==> config.mk <==
export PLATFORM = sky130hd
export DESIGN_NAME = mux4x1_rr
export DESIGN_NICKNAME = d
export VERILOG_FILES = /design/src/rtl/mux4x1_rr.sv
export SDC_FILE = /design/constraint.sdc
export NUM_CORES = 1
export LEC_CHECK = 0
export BUFFER_PORTS_ARGS = -buffer_cell sky130_fd_sc_hd__buf_2
export CAP_MARGIN = 20
export CORE_UTILIZATION = 46
export CTS_CLUSTER_SIZE = 16
export DETAILED_ROUTE_END_ITERATION = 8
export GPL_ROUTABILITY_DRIVEN = 0
export PLACE_DENSITY = 0.78
export SYNTH_ARGS = -nofsm -noshare
export SYNTH_HDL_FRONTEND = slang
export SYNTH_SLANG_ARGS = --single-unit
==> constraint.sdc <==
create_clock -name clk -period 2 [get_ports clk]
set_input_delay 0.2 -clock clk [delete_from_list [all_inputs] [get_ports clk]]
set_output_delay 0.2 -clock clk [all_outputs]
set_load 0.03 [all_outputs]
==> src/rtl/mux4x1_rr.sv <==
// Four-lane valid/ready collector with round-robin arbitration onto one
// registered output lane; each beat is tagged with its source lane.
module mux4x1_rr #(
  parameter int unsigned W     = 1,
  parameter int unsigned CNT_W = 16
) (
  input  logic             clk,
  input  logic             rst_n,
  input  logic [3:0]       i_valid,
  input  logic [W-1:0]     i_d0,
  input  logic [W-1:0]     i_d1,
  input  logic [W-1:0]     i_d2,
  input  logic [W-1:0]     i_d3,
  output logic [3:0]       i_ready,
  output logic             o_valid,
  input  logic             o_ready,
  output logic [W-1:0]     o_d,
  output logic [1:0]       o_sel,
  output logic [CNT_W-1:0] xfer_cnt
);

  localparam int unsigned LANES = 4;

  logic             en_q, en_d;
  logic [1:0]       ptr_q, ptr_d;
  logic             vld_q, vld_d;
  logic [W-1:0]     dat_q, dat_d;
  logic [1:0]       sel_q, sel_d;
  logic [CNT_W-1:0] cnt_q, cnt_d;

  logic             load_c;
  logic             gnt_vld_c;
  logic [1:0]       gnt_c;
  logic [W-1:0]     gnt_dat_c;

  assign load_c = !vld_q || o_ready;

  // Rotating priority search starting at ptr; gated off for the first edge
  // after reset release and asynchronously while reset is held.
  always_comb begin
    logic [1:0] idx;
    logic       found;
    found = 1'b0;
    gnt_c = ptr_q;
    idx   = ptr_q;
    for (int k = 0; k < LANES; k++) begin
      idx = ptr_q + 2'(k);
      if (!found && i_valid[idx]) begin
        found = 1'b1;
        gnt_c = idx;
      end
    end
    gnt_vld_c = found && load_c && en_q && rst_n;
  end

  always_comb begin
    gnt_dat_c = i_d0;
    case (gnt_c)
      2'd0: gnt_dat_c = i_d0;
      2'd1: gnt_dat_c = i_d1;
      2'd2: gnt_dat_c = i_d2;
      2'd3: gnt_dat_c = i_d3;
      default: gnt_dat_c = i_d0;
    endcase
  end

  assign i_ready = gnt_vld_c ? (4'b0001 << gnt_c) : 4'b0000;

  always_comb begin
    en_d  = 1'b1;
    ptr_d = ptr_q;
    vld_d = vld_q;
    dat_d = dat_q;
    sel_d = sel_q;
    cnt_d = cnt_q;
    if (gnt_vld_c) begin
      vld_d = 1'b1;
      dat_d = gnt_dat_c;
      sel_d = gnt_c;
      ptr_d = gnt_c + 2'd1;
      cnt_d = cnt_q + CNT_W'(1);
    end else if (load_c) begin
      vld_d = 1'b0;
    end
  end

  always_ff @(posedge clk or negedge rst_n) begin
    if (!rst_n) begin
      en_q  <= 1'b0;
      ptr_q <= 2'd0;
      vld_q <= 1'b0;
      dat_q <= '0;
      sel_q <= 2'd0;
      cnt_q <= '0;
    end else begin
      en_q  <= en_d;
      ptr_q <= ptr_d;
      vld_q <= vld_d;
      dat_q <= dat_d;
      sel_q <= sel_d;
      cnt_q <= cnt_d;
    end
  end

  assign o_valid  = vld_q;
  assign o_d      = dat_q;
  assign o_sel    = sel_q;
  assign xfer_cnt = cnt_q;

endmodule

==> impl_metrics.csv, run 1 <==
group,metric,value,unit
run_status,status,"complete, but fails checks",
run_status,violations,"negative setup slack",
clocking,cts.clk_slew.worst_paths,120,ps
grt,grt_pass1_vias,843,
sta,finalSetupViolations,5,
synth,ys_warn_count,0,
worst_setup_path,cpPeakStageDelay,480,ps
sta,post-route-min-period,2022,ps
worst_setup_path,worst_setup_path_start_kind,"register",
routing,via_per_inst,5.328,
routing,dr_total_vias,1007,
floorplanning,start_util,0.4930,
final_layout,multiInputGateArea,720.7,um2
pwr,intPower,0.001045,W
worst_setup_path,reg2regPathDepth,9,
place,postPlaceCellArea,1459,um2
floorplanning,num_rows,18,
clocking,clock_latency,300,ps
worst_setup_path,r2r_setup_slack,-20,ps
floorplanning,core-area,2500,um2
grt,grt-ovfl-total,0,
pwr,p_switching,0.0007494,W
synth,synth_edf_count,0,
clocking,cts_buffers,3,
worst_setup_path,cp-end-kind,"primary output",
synth,syn_nets,125,
place,detailed_place_hpwl,1758,um
final_layout,area_growth,37.36,%
grt,globalRouteTotalUtil,0.1899,
worst_setup_path,crit_required,1800,ps
worst_setup_path,cpMaxStageDelayCell,"dfrtp_2",
synth,syn_inst,108,
floorplanning,die_h,53.76,um
sta,skew,2.460,ps
pwr,seqPwrFrac,0.391,
synth,yosysTopAreaCellShare,0.4670,
routing,drt_pass1_iterations,4,
place,dp_slack,63.43,ps
final_layout,drive_above_1_share,0.4969,
floorplanning,die_w,53.76,um
final_layout,regArea,578.1,um2
sta,finalCritPeriodShare,1.011,
final_layout,nets,177,
worst_setup_path,r2r_start,"ptr_q[1]",
synth,synthMostInstantiatedCell,"dfrtp_1",
synth,yosysTopAreaCell,"dfrtp_1",
clocking,cts.sinks,23,
sta,max_slew.worst_pin.slew,490.5,ps
pwr,comb_power_share,0.491,
worst_setup_path,rr_endpoint,"o_d",
worst_setup_path,worstSetupStartpoint,"ptr_q[1]",
grt,grt_max_degree,24,
worst_setup_path,crit_fanout,7,
final_layout,utilization,0.6772,
worst_setup_path,path_class,"reg -> out",
clocking,cts_tree,"done",
synth,synth_seq_cells,23,
sta,max_freq,494.5,MHz
worst_setup_path,crit_arrival,1820,ps
final_layout,final_cell_area,1693,um2
place,dp.cells,175,
synth,synth.area.top_cells,"dfrtp_1 (47%), xnor2_1 (9.2%), ha_1 (6.1%)",
grt,antenna_found_initial,0,
pwr,power_frac_clock,0.118,
synth,synth_area_per_cell,11.41,um2
synth,synth_area,1232,um2
sta,hold_viol,0,
worst_setup_path,crit_family,"flip-flops",
routing,drtAntennaViolNets,0,
clocking,clockBufferDepth,2,
pwr,ir_worst_vdd,0.8042,mV
routing,drc,0,
run,max-cap-violations,0,
pwr,powerDensity,1060,nW/um2
final_layout,fin_cells,189,
synth,synth_commonest_cells,"dfrtp_1 (23), xnor2_1 (13), nand2_1 (10), nand3_1 (7), ha_1 (6)",
grt,grt_pass1_wl,3884,um
clocking,cts_root_buf,"clkbuf_4",
final_layout,n_antenna_cell,0,
place,portBuffers,34,
routing,wl_per_cell,14.03,um
floorplanning,dieArea,2890,um2
pwr,power_leakage,0.7913,nW
routing,finalWirelength,2652,um
clocking,htreeDepth,1,
sta,drv_slew,0,
synth,ys_seq_area_frac,0.4670,
floorplanning,io_pins,35,
sta,max_slew_margin,0.6706,
synth,synthFlopType,"dfrtp_1",
final_layout,fillers,189,
sta,grt_setup_unrepaired,"yes",
synth,synth.distinct_cells,29,
worst_setup_path,crit_buf_inv,2,
worst_setup_path,cp_cell_sequence,"nor3b_2 > a21oi_2 > a2bb2oi_2 > buf_4 > ha_4 > and2_4 > buf_6",
routing,drtIter0Drc,18,
pwr,switching_share,0.4177,
min_path,hp-class,"in -> reg",
min_path,hold_path.startpoint,"i_d0",
synth,async_reset_ff_frac,1.000,
sta,setup_slack,-22.24,ps
worst_setup_path,crit_cells,7,
min_path,min_delay_worst_endpoint,"o_d",
min_path,min_delay_path_depth,4,
## per-layer routing
| layer | track usage | vias up | share of wire |
|---|---|---|---|
| met5 | 0 | - | 0 |
| met4 | 0.03070 | 0 | 0.017 |
| met3 | 0.06215 | 6 | 0.031 |
| met2 | 0.3251 | 18 | 0.54 |
| met1 | 0.2343 | 503 | 0.42 |
| li1 | - | 480 | - |
## final cells by class
type                       count  share of cell area
tap                           30             0.02217
multi-input combinational     80              0.4257
sequential                    23              0.3415
inverter                       4            0.008869
clock buffer                   4             0.01552
timing repair buffer          48              0.1863
## cells by family after synthesis
group / Yosys count / synth area share
DFF: 23 / 0.4670
buffers and inverters: 5 / 0.02132
muxes: 6 / 0.05685
adders and majority gates: 6 / 0.06091
other: 1 / 0.003043
and+or+nand+nor: 43 / 0.2376
AOI/OAI and AO/OA: 9 / 0.04670
xor gates and xnor gates: 15 / 0.1066
## how the worst max path moves through the flow
stage	endpoint	slack (ps)
after floorplan	o_d	70
after global placement	o_d	110
after detailed placement	o_d	60
after CTS	i_ready[1]	-10
after global routing	o_d	-120
final	i_ready[3]	-20
## state kept, by name (all words and copies together), names as in the netlist
name and flops:
o_valid 1, xfer_cnt 16, ptr_q 2, o_d 1, en_q 1, o_sel 2
## worst register-to-register path, delay by kind of cell, from the launching register on
kind,cells,cell delay (ps)
fa+ha+maj,1,180
flops,1,480
mux,1,260
simple gates,1,230
buf+inv,2,240
compound gates,4,530
## layout by cell type, fill, tap and decap left out, types with 4 or more instances in the layout
| cell type | instances |
|---|---|
| nand4_1 | 4 |
| nand3_1 | 7 |
| ha_4 | 4 |
| mux2_2 | 4 |
| buf_6 | 4 |
| and2_4 | 4 |
| buf_2 | 30 |
| nand2_1 | 9 |
| dfrtp_1 | 21 |
| xnor2_1 | 13 |
| buf_4 | 12 |
## power groups by stage
stage | Combinational (W) | Sequential (W) | Clock (W)
6_report | 0.000881 | 0.000702 | 0.000212
2_1_floorplan | 0.000291 | 0.000834 | 0
3_5_place_dp | 0.000645 | 0.000690 | 0
3_3_place_gp | 0.000634 | 0.000680 | 0
5_1_grt | 0.000943 | 0.000721 | 0.000242
4_1_cts | 0.000699 | 0.000688 | 0.000216
## timing repair
action,4_1_cts,5_1_grt
hold buffers,1,0
pin swaps,5,7
hold endpoints to repair,23,0
endpoints found under the setup margin,4,5
gates cloned,0,0
gates resized for setup,12,23
buffers inserted,2,7
## through the flow
step,total power (W),TNS (ps),hold slack (ps)
after floorplan,0.001125,0,-95.59
after global placement,0.001314,0,213.6
after detailed placement,0.001334,0,213.9
after CTS,0.001603,-11.87,217.7
after global routing,0.001906,-519.3,221.6
final,0.001794,-62.12,228.0
(Power assumes the default switching activity.)
==> run 2: changes to the inputs <==
--- a/config.mk
+++ b/config.mk
@@ -7,11 +7,12 @@
 export LEC_CHECK = 0
 export BUFFER_PORTS_ARGS = -buffer_cell sky130_fd_sc_hd__buf_2
 export CAP_MARGIN = 20
-export CORE_UTILIZATION = 46
+export CORE_UTILIZATION = 48
+export CTS_BUF_LIST = sky130_fd_sc_hd__clkbuf_8
 export CTS_CLUSTER_SIZE = 16
 export DETAILED_ROUTE_END_ITERATION = 8
 export GPL_ROUTABILITY_DRIVEN = 0
-export PLACE_DENSITY = 0.78
+export PLACE_DENSITY = 0.8
 export SYNTH_ARGS = -nofsm -noshare
 export SYNTH_HDL_FRONTEND = slang
 export SYNTH_SLANG_ARGS = --single-unit
==> run 2 against run 1 <==
The run still ends with negative setup slack left. Global-route usage increased by 2.7 points. Sequential cell count stayed put. Sequential power about the same. Highest routed layer unchanged. Largest cell class unchanged. Combinational power shrank 17%. Count of clock-buffer cells in the layout shrank 1. Die area fell by 4.0%. Utilization is 0.33 points higher. Routed wire length is 3.9% lower. First-iteration DRC count shrank 22%. Critical path depth is the same. Fmax up 0.43%. Sequential share of layout area increased by 2.5 points.
==> impl_metrics.csv, run 2 (same netlist as run 1, synthesis figures left out) <==
group,metric,value,unit
floorplanning,die_w,52.67,um
floorplanning,dieArea,2774,um2
place,portBuffers,34,
worst_setup_path,rr_endpoint,"o_d",
worst_setup_path,crit_required,1800,ps
worst_setup_path,crit_arrival,1810,ps
final_layout,largest_register_ffs,16,
routing,wl_per_cell,14.16,um
floorplanning,start_util,0.5316,
clocking,cts_root_buf,"clkbuf_8",
clocking,cts_tree,"done",
final_layout,n_antenna_cell,0,
routing,drtAntennaViolNets,0,
run_status,status,"complete, but fails checks",
run,max-cap-violations,0,
floorplanning,io_pins,35,
final_layout,utilization,0.6805,
worst_setup_path,r2r_setup_slack,60,ps
pwr,p_total,0.001713,W
pwr,power_leakage,0.7595,nW
sta,hold_viol,0,
sta,post-route-min-period,2014,ps
run_status,violations,"negative setup slack",
floorplanning,core-area,2318,um2
grt,grt_pass1_vias,925,
routing,drc,0,
grt,antenna_found_initial,0,
min_path,hold_path.startpoint,"i_d0",
clocking,clockBufferDepth,2,
final_layout,layout_common_cells,"buf_2 (32), dfrtp_1 (21), xnor2_1 (13)",
grt,grt_pass1_wl,4353,um
final_layout,drive_above_1_share,0.4474,
sta,finalSetupViolations,2,
clocking,cts.sinks,23,
place,detailed_place_hpwl,1819,um
sta,max_slew_margin,0.6629,
min_path,hp-class,"in -> reg",
routing,via_per_inst,5.350,
sta,setup_slack,-13.65,ps
routing,drtIter0Drc,14,
sta,drv_slew,0,
worst_setup_path,worst_setup_path_start_kind,"register",
sta,max_slew.worst_pin.slew,501.8,ps
final_layout,area_growth,28.02,%
routing,wl_met3,99,um
routing,wl_met1,1150,um
clocking,htreeDepth,1,
pwr,ir_worst_vdd,0.7683,mV
routing,highest_layer,"met4",
clocking,cts_buffers,3,
worst_setup_path,reg2regPathDepth,8,
worst_setup_path,path_class,"reg -> out",
floorplanning,num_rows,17,
routing,finalWirelength,2548,um
min_path,min_delay_path_depth,4,
pwr,powerDensity,1086,nW/um2
sta,max_freq,496.6,MHz
grt,globalRouteTotalUtil,0.2170,
final_layout,fillers,158,
final_layout,nets,170,
sta,whs,292.8,ps
min_path,min_delay_worst_endpoint,"o_d",
clocking,clock_latency,260,ps
routing,wl_met2,1287,um
routing,dr_total_vias,963,
routing,drt_pass1_iterations,4,
grt,grt_max_degree,24,
final_layout,mostFrequentLayoutCell,"buf_2",
worst_setup_path,r2r_start,"ptr_q[1]",
sta,finalCritPeriodShare,1.007,
worst_setup_path,crit_fanout,7,
sta,skew,3.895,ps
sta,grt_setup_unrepaired,"yes",
floorplanning,die_h,52.67,um
worst_setup_path,cp-end-kind,"primary output",
clocking,cts.clk_slew.worst_paths,80,ps
grt,grt-ovfl-total,0,
-- run 2: changes by cell type in the layout (fill, tap and decap cells not counted), moves of 3 or more --
| cell | change |
|---|---|
| buf_4 | -6 |
| clkbuf_8 | +3 |
| clkbuf_4 | -3 |
| and2_2 | +4 |
| ha_4 | -4 |
| and2_4 | -4 |
-- run 2: where the power goes --
| group | switching (W) | total [W] | leakage (nW) | internal, W |
|---|---|---|---|---|
| clock network | 0.000143 | 0.000282 | 0.0255 | 0.000139 |
| registers | 0.000127 | 0.000699 | 0.296 | 0.000572 |
| logic | 0.000420 | 0.000733 | 0.438 | 0.000313 |
-- run 2: what timing repair did --
| action | CTS | global route |
|---|---|---|
| hold buffers | 1 | 0 |
| cloned | 0 | 0 |
| setup endpoints to repair | 4 | 5 |
| pin swaps | 0 | 7 |
| gates resized for setup | 4 | 15 |
| endpoints found under the hold margin | 23 | 0 |
| setup buffers | 0 | 2 |
-- run 2: cell type report --
cell class	instances	area [um2]	share of cell area
Clock buffer	3	41.29	0.02617
Clock inverter	1	5.005	0.003172
Inverter	4	15.01	0.009516
Multi-Input combinational cell	80	665.6	0.4219
Sequential cell	23	578.1	0.3664
Tap cell	28	35.03	0.02220
Timing Repair Buffer	41	237.7	0.1507
-- run 2: metal layers --
layer,up-vias,global-route usage
met5,-,0
met4,0,0.04825
met3,2,0.05507
met2,22,0.3397
met1,477,0.3007
li1,462,-
-- run 2: critical path, stage by stage (launching register included) --
cell       delay (ps)
dfrtp_2           460
nor3b_2           180
a21oi_1            90
a2bb2oi_2         180
inv_1             110
ha_1              200
and2_2            160
buf_2             170
-- run 2: how the worst max path moves through the flow --
| stage | end | slack (ps) | from | cells after the start |
|---|---|---|---|---|
| 2_1_floorplan | o_d | 70 | ptr_q[1] | 8 |
| 3_3_place_gp | o_d | 120 | ptr_q[1] | 8 |
| 3_5_place_dp | o_d | 60 | ptr_q[1] | 8 |
| 4_1_cts | i_ready[2] | 4 | ptr_q[0] | 7 |
| 5_1_grt | i_ready[1] | -80 | ptr_q[1] | 7 |
| 6_report | i_ready[0] | -10 | ptr_q[1] | 7 |
-- run 2: through the flow --
step | std cells | setup slack (ps) | area (um2) | TNS (ps)
floorplan | 108 | 67.76 | 1232 | 0
global placement | 173 | 117.5 | 1456 | 0
detailed placement | 173 | 57.86 | 1456 | 0
CTS | 178 | 3.698 | 1528 | 0
global route | 180 | -78.54 | 1578 | -239.9
finish | 180 | -13.65 | 1578 | -26.43
==> run 3: changes to the inputs <==
--- a/config.mk
+++ b/config.mk
@@ -9,10 +9,11 @@
 export CAP_MARGIN = 20
 export CORE_UTILIZATION = 48
 export CTS_BUF_LIST = sky130_fd_sc_hd__clkbuf_8
-export CTS_CLUSTER_SIZE = 16
 export DETAILED_ROUTE_END_ITERATION = 8
 export GPL_ROUTABILITY_DRIVEN = 0
 export PLACE_DENSITY = 0.8
+export RECOVER_POWER = 100
+export REMOVE_ABC_BUFFERS = 1
 export SYNTH_ARGS = -nofsm -noshare
 export SYNTH_HDL_FRONTEND = slang
 export SYNTH_SLANG_ARGS = --single-unit
==> run 3 against run 2 <==
The flow now finishes without violations. Global-route usage is 0.80 points lower. Worst hold slack worse by 7.3 ps. Critical path depth stayed put. Critical path type unchanged. Critical endpoint is now i_ready[3]. Largest cell class unchanged.
==> impl_metrics.csv, run 3 (same netlist as run 1, synthesis figures left out) <==
group,metric,value,unit
floorplanning,start_util,0.5316,
grt,grt-ovfl-total,0,
place,dp.cells,175,
sta,finalSetupViolations,0,
floorplanning,die_w,52.67,um
min_path,hold_path.startpoint,"i_d0",
worst_setup_path,cp-end-kind,"primary output",
final_layout,area_growth,28.63,%
sta,grt_setup_unrepaired,"yes",
routing,wl_per_cell,14.28,um
floorplanning,die_h,52.67,um
final_layout,largest_register_ffs,16,
routing,finalWirelength,2613,um
sta,hold_viol,0,
final_layout,multiInputGateArea,670.6,um2
pwr,ir_worst_vdd,0.8022,mV
min_path,min_delay_path_depth,4,
grt,grt_pass1_wl,4064,um
clocking,cts_buffers,3,
routing,dr_total_vias,988,
sta,max_freq,507.3,MHz
sta,post-route-min-period,1971,ps
worst_setup_path,r2r_start,"ptr_q[1]",
final_layout,fillers,168,
final_layout,layout_common_cells,"clkbuf_1 (22), dfrtp_1 (21), xnor2_1 (13)",
clocking,cts_tree,"done",
clocking,clock_latency,260,ps
final_layout,drive_above_1_share,0.3226,
floorplanning,core-area,2318,um2
clocking,cts_root_buf,"clkbuf_8",
sta,drv_slew,0,
floorplanning,num_rows,17,
floorplanning,io_pins,35,
sta,finalSetupTns,0,ps
sta,finalCritPeriodShare,0.9856,
sta,skew,1.626,ps
run_status,status,"finished, final reports clean",
place,portBuffers,34,
final_layout,n_antenna_cell,0,
final_layout,mostFrequentLayoutCell,"clkbuf_1",
worst_setup_path,crit_arrival,1770,ps
pwr,powerDensity,1107,nW/um2
place,detailed_place_hpwl,1805,um
worst_setup_path,path_class,"reg -> out",
sta,whs,285.4,ps
sta,max_slew.worst_pin.slew,1195,ps
grt,grt_max_degree,24,
grt,antenna_found_initial,0,
grt,globalRouteTotalUtil,0.2091,
worst_setup_path,worst_setup_path_start_kind,"register",
min_path,hp-class,"in -> reg",
worst_setup_path,rr_endpoint,"o_d",
clocking,cts.clk_slew.worst_paths,80,ps
worst_setup_path,reg2regPathDepth,7,
grt,grt_pass1_vias,872,
worst_setup_path,r2r_setup_slack,90,ps
worst_setup_path,crit_fanout,6,
routing,drt_pass1_iterations,4,
sta,max_slew_margin,0.2036,
routing,drc,0,
min_path,min_delay_worst_endpoint,"o_d",
final_layout,regArea,578.1,um2
final_layout,fin_cells,183,
routing,drtAntennaViolNets,0,
clocking,htreeDepth,1,
floorplanning,dieArea,2774,um2
run,max-cap-violations,0,
routing,via_per_inst,5.399,
pwr,power_leakage,0.6946,nW
clocking,clockBufferDepth,2,
clocking,cts.sinks,23,
final_layout,nets,173,
routing,drtIter0Drc,19,
worst_setup_path,crit_required,1800,ps
-- run 3: changes by cell type in the layout (fill, tap and decap cells not counted), sizes merged --
cell and delta:
clkbuf +22, buf -19
-- run 3: repair_timing --
item,in CTS,in global routing
resized for setup,8,17
pin swaps,2,6
setup buffers,1,2
endpoints found under the setup margin,4,5
hold buffers,1,0
endpoints found under the hold margin,23,0
-- run 3: how the worst max path moves through the flow --
stage	start	end	slack [ps]	depth (start not counted)
after floorplan	ptr_q[1]	o_d	70	8
after global placement	i_valid[2]	o_d	130	9
after detailed placement	ptr_q[0]	o_d	90	8
after CTS	ptr_q[1]	i_ready[3]	20	7
after global routing	ptr_q[1]	i_ready[3]	-30	7
final	ptr_q[1]	i_ready[3]	30	7
-- run 3: layout make-up --
class / count / share of cell area
Tap cell: 28 / 0.02210
Multi-Input combinational cell: 80 / 0.4230
Clock inverter: 1 / 0.003157
Clock buffer: 3 / 0.02605
Inverter: 4 / 0.009471
Sequential cell: 23 / 0.3646
Timing Repair Buffer: 44 / 0.1515
-- run 3: stage by stage --
step                power, W  worst slack (ps)  instance area (um2)  utilization
CTS                 0.001705             16.87                 1559       0.6724
floorplan           0.001122             67.78                 1221            -
detailed placement  0.001370             93.89                 1471       0.6346
global route        0.001856            -32.38                 1585       0.6838
global placement    0.001331             131.5                 1471       0.6346
finish              0.001754             28.74                 1585       0.6838
-- run 3: report_power, final --
group / leakage (nW) / internal [W] / switching [W]
Combinational: 0.373 / 0.000328 / 0.000442
Sequential: 0.296 / 0.000571 / 0.000125
Clock: 0.0255 / 0.000139 / 0.000149
Total: 0.695 / 0.00104 / 0.000716
-- run 3: routing by layer --
metal	up-vias	wire, um	track usage
li1	470	-	-
met2	32	1315	0.3544
met5	-	0	0
met4	0	57	0.1096
met3	8	97	0.03768
met1	478	1143	0.2491
-- run 3: worst max-delay path, stage by stage, from the launching register on --
cell	delay, ps
dfrtp_2	460
nor3b_2	160
a21oi_1	70
a2bb2oi_2	180
buf_4	160
ha_2	180
and2_2	170
buf_6	130
